## src/rtl/mdio_pkg.sv

```systemverilog
// Shared definitions for the MDIO master: FSM state encoding, ST/OP codes,
// frame field positions and the code-legality helpers used on acceptance.
package mdio_pkg;

   typedef enum logic [2:0] {
      S_IDLE,
      S_PREAMBLE,
      S_SHIFT_OUT,
      S_TURNAROUND,
      S_SHIFT_IN,
      S_DONE
   } mdio_state_t;

   // Start-of-frame codes
   localparam logic [1:0] ST_C45 = 2'b00;
   localparam logic [1:0] ST_C22 = 2'b01;

   // Opcodes
   localparam logic [1:0] OP_C22_WR    = 2'b01;
   localparam logic [1:0] OP_C22_RD    = 2'b10;
   localparam logic [1:0] OP_C45_ADDR  = 2'b00;
   localparam logic [1:0] OP_C45_WR    = 2'b01;
   localparam logic [1:0] OP_C45_RDINC = 2'b10;
   localparam logic [1:0] OP_C45_RD    = 2'b11;

   // Field LSB positions inside the 32-bit frame image
   localparam int ST_LSB    = 30;
   localparam int OP_LSB    = 28;
   localparam int PHYAD_LSB = 23;
   localparam int REGAD_LSB = 18;
   localparam int TA_LSB    = 16;

   // Bit-period counts derived from the field layout
   localparam int FRAME_BITS  = 32;
   localparam int RD_OUT_BITS = FRAME_BITS - REGAD_LSB;  // ST..REGAD
   localparam int TA_BITS     = REGAD_LSB - TA_LSB;
   localparam int RD_IN_BITS  = TA_LSB;

   function automatic logic code_legal(input logic [1:0] st, input logic [1:0] op);
      return (st == ST_C45) || ((st == ST_C22) && (op == OP_C22_WR || op == OP_C22_RD));
   endfunction

   // C45 reads are OP 10 and 11; C22 read is OP 10
   function automatic logic code_is_read(input logic [1:0] st, input logic [1:0] op);
      return ((st == ST_C45) && op[1]) || ((st == ST_C22) && (op == OP_C22_RD));
   endfunction

endpackage

```

## src/rtl/mdio_clkgen.sv

```systemverilog
// MDC generator. While en=1, MDC toggles every CLK_DIV clk cycles; while en=0
// it is held low with the divider cleared, so the first high phase of a frame
// starts exactly CLK_DIV cycles after en rises.
//   clk, reset (sync, active-low), en  : inputs
//   mdc                                : management clock
//   mdc_rise / mdc_fall                : high in the cycle MDC is driven high / low
module mdio_clkgen #(
   parameter int CLK_DIV = 1
) (
   input  logic clk,
   input  logic reset,
   input  logic en,
   output logic mdc,
   output logic mdc_rise,
   output logic mdc_fall
);

   logic [7:0] cnt;
   logic       half_end;

   assign half_end = en && (cnt == 8'(CLK_DIV - 1));
   assign mdc_rise = half_end && !mdc;
   assign mdc_fall = half_end && mdc;

   always_ff @(posedge clk) begin
      if (!reset || !en) begin
         cnt <= '0;
         mdc <= 1'b0;
      end else if (half_end) begin
         cnt <= '0;
         mdc <= ~mdc;
      end else begin
         cnt <= cnt + 8'd1;
      end
   end

endmodule

```

## src/rtl/mdio_master_gen.sv

```systemverilog
// MDIO (clause 22 / clause 45) management frame master.
// A frame is launched from a latched 32-bit image; reads shift out ST..REGAD,
// release the pad for turnaround and shift 16 bits in from the PHY.
//   clk, reset (sync, active-low)
//   MDIO_START, T_DATA[31:0], MDIO_IN        : request, frame image, PHY data
//   MDC, MDIO_OUT, MDIO_OE                   : serial interface
//   RD_DATA[15:0], DATA_RDY, BUSY, ERR       : status / read result
module mdio_master_gen
   import mdio_pkg::*;
#(
   parameter int CLK_DIV      = 1,
   parameter int PREAMBLE_LEN = 32
) (
   input  logic        clk,
   input  logic        reset,
   input  logic        MDIO_START,
   input  logic [31:0] T_DATA,
   input  logic        MDIO_IN,
   output logic        MDC,
   output logic        MDIO_OUT,
   output logic        MDIO_OE,
   output logic [15:0] RD_DATA,
   output logic        DATA_RDY,
   output logic        BUSY,
   output logic        ERR
);

   mdio_state_t state, nxt;

   logic [5:0]  bit_cnt;
   logic [5:0]  state_len;
   logic [31:0] tx_sr;
   logic [15:0] rx_sr;
   logic        is_rd;
   logic        run;
   logic        accept;
   logic        legal;
   logic        last_bit;
   logic        mdc_rise, mdc_fall;

   assign legal  = code_legal(T_DATA[ST_LSB +: 2], T_DATA[OP_LSB +: 2]);
   // Only IDLE accepts; DONE therefore swallows a coincident start.
   assign accept = (state == S_IDLE) && MDIO_START;
   assign run    = (state == S_PREAMBLE) || (state == S_SHIFT_OUT) ||
                   (state == S_TURNAROUND) || (state == S_SHIFT_IN);

   mdio_clkgen #(.CLK_DIV(CLK_DIV)) u_clkgen (
      .clk      (clk),
      .reset    (reset),
      .en       (run),
      .mdc      (MDC),
      .mdc_rise (mdc_rise),
      .mdc_fall (mdc_fall)
   );

   // Bit periods spent in the current state; a bit period ends on an MDC fall.
   always_comb begin
      state_len = 6'd1;
      case (state)
         S_PREAMBLE:   state_len = 6'(PREAMBLE_LEN);
         S_SHIFT_OUT:  state_len = is_rd ? 6'(RD_OUT_BITS) : 6'(FRAME_BITS);
         S_TURNAROUND: state_len = 6'(TA_BITS);
         S_SHIFT_IN:   state_len = 6'(RD_IN_BITS);
         default:      state_len = 6'd1;
      endcase
   end

   assign last_bit = mdc_fall && (bit_cnt == state_len - 6'd1);

   // State register
   always_ff @(posedge clk) begin
      if (!reset) state <= S_IDLE;
      else        state <= nxt;
   end

   // Next state
   always_comb begin
      nxt = state;
      case (state)
         S_IDLE:       if (accept && legal)
                          nxt = (PREAMBLE_LEN > 0) ? S_PREAMBLE : S_SHIFT_OUT;
         S_PREAMBLE:   if (last_bit) nxt = S_SHIFT_OUT;
         S_SHIFT_OUT:  if (last_bit) nxt = is_rd ? S_TURNAROUND : S_DONE;
         S_TURNAROUND: if (last_bit) nxt = S_SHIFT_IN;
         S_SHIFT_IN:   if (last_bit) nxt = S_DONE;
         S_DONE:       nxt = S_IDLE;
         default:      nxt = S_IDLE;
      endcase
   end

   // Outputs: pure functions of state and tx_sr, which only move on MDC falls
   // or on acceptance, so the pad only changes while MDC is being driven low.
   always_comb begin
      MDIO_OUT = 1'b0;
      MDIO_OE  = 1'b0;
      DATA_RDY = 1'b0;
      BUSY     = run;
      case (state)
         S_PREAMBLE:  begin MDIO_OUT = 1'b1;      MDIO_OE = 1'b1; end
         S_SHIFT_OUT: begin MDIO_OUT = tx_sr[31]; MDIO_OE = 1'b1; end
         S_DONE:      DATA_RDY = is_rd;
         default:     ;
      endcase
   end

   // Datapath
   always_ff @(posedge clk) begin
      if (!reset) begin
         bit_cnt <= '0;
         tx_sr   <= '0;
         rx_sr   <= '0;
         is_rd   <= 1'b0;
         RD_DATA <= '0;
         ERR     <= 1'b0;
      end else begin
         ERR <= accept && !legal;
         if (accept && legal) begin
            tx_sr   <= T_DATA;
            is_rd   <= code_is_read(T_DATA[ST_LSB +: 2], T_DATA[OP_LSB +: 2]);
            bit_cnt <= '0;
         end else if (mdc_fall) begin
            bit_cnt <= last_bit ? 6'd0 : bit_cnt + 6'd1;
            if (state == S_SHIFT_OUT) tx_sr <= {tx_sr[30:0], 1'b0};
         end
         if (mdc_rise && state == S_SHIFT_IN) rx_sr <= {rx_sr[14:0], MDIO_IN};
         // Loaded on entry to DONE so RD_DATA is already valid while DATA_RDY is high.
         if (last_bit && state == S_SHIFT_IN) RD_DATA <= rx_sr;
      end
   end

endmodule

```

## config.mk

```make
export PLATFORM = sky130hd
export DESIGN_NAME = mdio_master_gen
export DESIGN_NICKNAME = d
export VERILOG_FILES = /design/src/rtl/mdio_pkg.sv /design/src/rtl/mdio_clkgen.sv /design/src/rtl/mdio_master_gen.sv
export SDC_FILE = /design/constraint.sdc
export NUM_CORES = 1
export LEC_CHECK = 0
export CORE_ASPECT_RATIO = 1.25
export CORE_UTILIZATION = 53
export DETAILED_ROUTE_END_ITERATION = 10
export PLACE_DENSITY = 0.86
export SYNTH_ARGS = -nofsm -noshare
export SYNTH_HDL_FRONTEND = slang
export SYNTH_SLANG_ARGS = --single-unit
export TNS_END_PERCENT = 20
```

## constraint.sdc

```tcl
create_clock -name clk -period 2.8 [get_ports clk]
set_input_delay 0.84 -clock clk [delete_from_list [all_inputs] [get_ports clk]]
set_output_delay 0.84 -clock clk [all_outputs]
set_load 0.01 [all_outputs]
```

Word-level counts from Yosys, hierarchy flattened --
Index checks and enable logic that the tools add are counted.
Storage, ports and cells: register bits after elaboration 84, latch bits 0, memory bits (writable) 0, bits in read-only memories 0, input bits 36, output and inout bits 22, word-level logic and storage cells 77, memories kept 0
Cells by class: add/subtract/negate cells 3, $mul 0, div/mod/pow operators 0, magnitude comparators 0, equal/unequal tests 14, shift operators 0, mux-type cells 16, bitwise logic cells 2, reductions and logical operators 33
Operators with widths (number):
- $mux W32 | 3
- $pmux W6 S4 | 1
- $mux W3 | 6
- $pmux W3 S5 | 1
- $logic_and A1 B1 Y1 | 12
- $mux W6 | 2
- $add A8 B1 Y8 const B | 1
- $logic_not A8 Y1 | 1
- $ne A2 B2 Y1 const B | 4
- $logic_or A1 B1 Y1 | 7
- $add A6 B1 Y6 const B | 1
- $eq A3 B2 Y1 const B | 2
- $eq A3 B3 Y1 const B | 2
- $eq A6 B6 Y1 | 1
- $reduce_or A2 Y1 | 3
- $sub A6 B1 Y6 const B | 1
- $reduce_and A5 Y1 | 1
- $eq A2 B1 Y1 const B | 2
- $logic_not A1 Y1 | 4
- $reduce_bool A2 Y1 | 2
- $eq A3 B1 Y1 const B | 1
- $logic_not A3 Y1 | 1
- $eq A2 B2 Y1 const B | 1
- $logic_not A2 Y1 | 1
- 5 further kinds | 7

Longest topological paths before layout --
depth in word-level cells 9, mapped depth 9, gate-level depth less buffers 8

Hierarchy --
Synthesis repeated with hierarchy kept, for this count alone.
Second synthesis, totals: cells, all modules 412, area total of the unflattened synthesis 3878.7 um^2
Modules (own cells, without submodules):
- mdio_master_gen | times used 1, cells each 364, area each 3467.1 um^2, seq. area each 1501.4 um^2
- mdio_clkgen | times used 1, cells each 48, area each 411.6 um^2, seq. area each 180.2 um^2

Worst setup path before layout --
No wires, ideal clock.
kind in2reg, from input T_DATA[28], to register tx_sr[22], data arrival time 2338 ps, setup slack 329 ps, stages 7, path buffers 0, path through inv_1 -> ha_1 -> a21oi_1 -> nor3b_1 -> nor2_1 -> nand2_1 -> a21oi_1
On the way: longest elaborated chain between the ends 7, elaborated cells on any way between the ends 10, classes of those cells 2 x eq/ne; 1 x mux; 7 x reduce/logical
RTL lines:
- start, declared | RTL line mdio_master_gen.sv:17 | input logic [31:0] T_DATA,
- $eq A2 B1 Y1 / $eq A2 B2 Y1 (equally long branches) | RTL line mdio_pkg.sv:40 | return (st == ST_C45) || ((st == ST_C22) && (op == OP_C22_WR || op == OP_C22_RD));
- $logic_or A1 B1 Y1 (*) | RTL line mdio_pkg.sv:40
- $logic_and A1 B1 Y1 (*) | RTL line mdio_pkg.sv:40
- $logic_or A1 B1 Y1 (*) | RTL line mdio_pkg.sv:40
- $logic_and A1 B1 Y1 (*) | RTL line mdio_master_gen.sv:117 | if (accept && legal) begin
- $reduce_bool A2 Y1 (no line)
- $reduce_and A2 Y1 (no line)
- end signal, assigned | RTL line mdio_master_gen.sv:123 | if (state == S_SHIFT_OUT) tx_sr <= {tx_sr[30:0], 1'b0};
- end, declared | RTL line mdio_master_gen.sv:32 | logic [31:0] tx_sr;
Every way passes the cells marked *; elsewhere a longest branch is shown, timed or not. A chain may end at the register's enable or synchronous reset.

Final worst setup path --
from register state[0], to output BUSY
On the way: longest elaborated chain between the ends 4, elaborated cells on any way between the ends 7, classes of those cells 4 x eq/ne; 3 x reduce/logical
RTL lines:
- start, declared | RTL line mdio_master_gen.sv:28 | mdio_state_t state, nxt;
- start signal, assigned | RTL line mdio_master_gen.sv:73 | else state <= nxt;
- $eq A3 B1 Y1 / $eq A3 B2 Y1 (equally long branches) | RTL line mdio_master_gen.sv:44 | assign run = (state == S_PREAMBLE) || (state == S_SHIFT_OUT) ||
- $logic_or A1 B1 Y1 (2 in a row) | RTL line mdio_master_gen.sv:44
- $logic_or A1 B1 Y1 (*) | RTL line mdio_master_gen.sv:45 | (state == S_TURNAROUND) || (state == S_SHIFT_IN);
- end, declared | RTL line mdio_master_gen.sv:24 | output logic BUSY,
Marks and branches as above.

==> metrics.md <==
| Metric | Value |
|---|---|
| WP data required | `1.96 ns` |
| Routability congestion estimate | `0.811` |
| Vias in the first global route | `2861` |
| I/O pin total | `58` |
| CTS Hold Bufs | `0` |
| # clock sinks | `84` |
| DRT Wirelength | `7390 um` |
| Data arrival, critical path | `1.85 ns` |
| RSZ-0062 raised after global routing | `false` |
| Setup Buffers After CTS | `0` |
| Drt via density | `5.38` |
| Bufs on Longest Clock Path | `2` |
| First-pass GRT wire length | `12500 um` |
| Post-synthesis cell type count | `43` |
| CTS clk-pin slew, worst paths | `0.09 ns` |
| Synthesis Warnings | `0` |
| Final WS setup | `0.108 ns` |
| Initial DRC count | `123` |
| Max stage delay cell, worst path | `clkdlybuf4s50_1` |
| Rel. slew slack | `0.660` |
| Sw frac | `0.242` |
| Syn_nets | `453` |
| Worst Path Max Fanout | `10` |
| IO buf count | `57` |
| Total GRT Usage | `0.232` |
| Clk pwr share | `0.365` |
| Final min period | `2.69 ns` |
| CP Class | `reg2out` |
| Place WS | `0.0265 ns` |
| Crit path depth | `3` |
| Initial core utilization | `0.560` |
| CTS tree | `done` |
| Hold Vio Cnt, Final | `0` |
| Layout Utilization | `0.697` |
| Initial antenna violation count | `0` |
| DRC viols | `0` |
| Final period utilization | `0.962` |
| Buf+Inv Stages, Crit Path | `1` |
| Die Area | `0.00697 mm^2` |
| CTS H-tree depth | `3` |
| Status | `finished, final reports clean` |
| Sequential area share after synthesis | `0.478` |
| Most frequent cells in the layout | `83 x dfxtp_1, 82 x nor2_1, 63 x nand2_1` |
| Via Count | `2999` |
| Clock buffer count from CTS | `9` |
| Hold depth | `2` |
| Total power divided by cell area | `529 mW/mm^2` |
| Critical path's top delay family | `simple AND/OR/NAND/NOR gates` |
| Worst setup EP type | `output port` |
| Final Cell Area | `0.00438 mm^2` |
| Most common cell after layout, fill and taps aside | `dfxtp_1` |
| Nets@finish | `507` |
| Switching power | `0.563 mW` |
| Core ar. | `0.00629 mm^2` |
| Routed length per placed instance | `13.3 um` |
| Die W | `74.9 um` |
| Worst path cell trace | `or3_1, and2_1, clkdlybuf4s50_1` |
| Total negative slack | `0 ns` |
| Worst path max stage delay | `0.49 ns` |
| Final ANT Viol Nets | `0` |
| Max Fclk | `371 MHz` |
| Critical path startpoint category | `register` |
| VDD IR-drop max | `0.392 mV` |
| Combinational share of power | `0.093` |
| Pin count of the biggest net entering global routing | `46` |
| Worst-Skew Late Latency | `0.36 ns` |
| Max cap viols | `0` |
| Antenna diode count | `0` |
| Syn-to-layout area delta | `24.7%` |
| Layout cells sized above 1 | `0.0784` |
| Int Pwr | `1.76 mW` |
| # setup viols final | `0` |
| #FFs+latches synth | `84` |
| Slew @ Worst Pin | `0.510 ns` |
| Design Power | `2.32 mW` |
| Worst Reg-to-Reg Cells | `6` |
| Gr ovfl total | `0` |
| Final Skew | `0.0102 ns` |
| Post-Syn Area per Cell | `8.52 um^2` |
| Min-Delay Path Class | `reg2reg` |
| Drt first pass iters | `4` |
| Root Buffer | `clkbuf_8` |
| Pins Over Slew Limit | `0` |
| Gate Count Post-Synth | `413` |
| Dpl cell area | `0.00419 mm^2` |
| Row cnt | `32` |
| Detail Placement HPWL | `5190 um` |
| LEAKAGE | `1.55 nW` |
| Sequential share of power | `0.542` |
| Die Y | `93.1 um` |
| Area of the mapped netlist | `0.00352 mm^2` |
-- logic make-up (layout without fill, tap and decap cells) --
group / count (synthesis) / in the layout / synth area share
compound gates: 70 / 70 / 0.138
simple gates: 191 / 191 / 0.247
fa+ha+maj: 4 / 4 / 0.0142
flops: 84 / 84 / 0.478
xor+xnor: 13 / 13 / 0.0324
buf+inv: 34 / 93 / 0.0423
mux: 17 / 17 / 0.0484
-- repair_timing --
action,CTS,global route
gates resized for setup,1,1
endpoints found under the setup margin,1,2
cloned,0,0
-- synth_stat cells, drive strengths merged --
cell,number,area [um^2]
buf,8,51.3
dfxtp,84,1680
or4,2,18.8
a221o,1,10.0
a211oi,1,7.51
a21oi,30,150
or3,3,21.3
a31oi,1,6.26
or3b,1,8.76
nand4b,4,35.0
nor3b,1,7.51
nand4,4,25.0
mux2i,17,170
nor4,2,42.5
nor2b,1,6.26
nand2b,3,18.8
and3,5,32.5
a211o,1,8.76
and2,1,6.26
a311oi,4,35.0
nor2,82,308
clkbuf,18,67.6
inv,8,30.0
nand2,63,236
nand3,14,75.1
ha,4,50.1
nor3,5,25.0
o21ai,2,10.0
o211ai,1,7.51
o211a,1,10.0
o221ai,21,184
xnor2,3,26.3
o22ai,2,18.8
a22oi,5,37.5
xor2,10,87.6
-- metal layers --
metal | GRT usage | wire, um | part of all wire | vias to the layer above
met2 | 0.393 | 3690 | 0.50 | 63
li1 | - | - | - | 1532
met3 | 0.0528 | 338 | 0.046 | 12
met5 | 0 | 0 | 0 | -
met4 | 0.104 | 126 | 0.017 | 0
met1 | 0.273 | 3240 | 0.44 | 1392
-- sequential cells by signal (all words and copies together) (netlist names) --
name / cells
tx_sr: 32
RD_DATA: 16
rx_sr: 16
u_clkgen.cnt: 8
bit_cnt: 6
state: 3
ERR: 1
is_rd: 1
u_clkgen.mdc: 1
-- power groups by stage --
stage          clock [mW]  sequential (mW)  combinational [mW]
6_report            0.846             1.26               0.216
5_1_grt             0.908             1.26               0.242
4_1_cts             0.860             1.26               0.218
3_5_place_dp            0             1.29               0.217
3_3_place_gp            0             1.28               0.212
2_1_floorplan           0             1.28               0.122
-- worst register-to-register path, stage by stage (launching register included) --
cell	delay [ns]
dfxtp_1	0.41
or3b_1	0.51
o22ai_1	0.21
xor2_1	0.14
or4_1	0.67
a221o_1	0.34
a21oi_1	0.11
-- final timing paths --
kind | startpoint | to | slack, ns
setup / recovery | state[0] | BUSY | 0.11
hold / removal | tx_sr[22] | tx_sr[22] | 0.46
setup reg to reg | state[0] | state[0] | 0.35
hold reg to reg | tx_sr[22] | tx_sr[22] | 0.46
-- through the flow --
stage / hold WS (ns) / std cells
after floorplan: 0.432 / 413
after global routing: 0.490 / 557
after detailed placement: 0.448 / 541
after global placement: 0.444 / 541
after CTS: 0.465 / 557
final: 0.464 / 557
-- final cells by class --
type                    count  area (um^2)
flip-flops and latches     84         1680
repair buffers             69          686
clock inverters             6         65.1
inverters                   8         30.0
well taps                  85          106
clock buffers              10          128
fillers                   519         1900
multi-input cells         295         1690
Power figures use the tool's default switching activity.
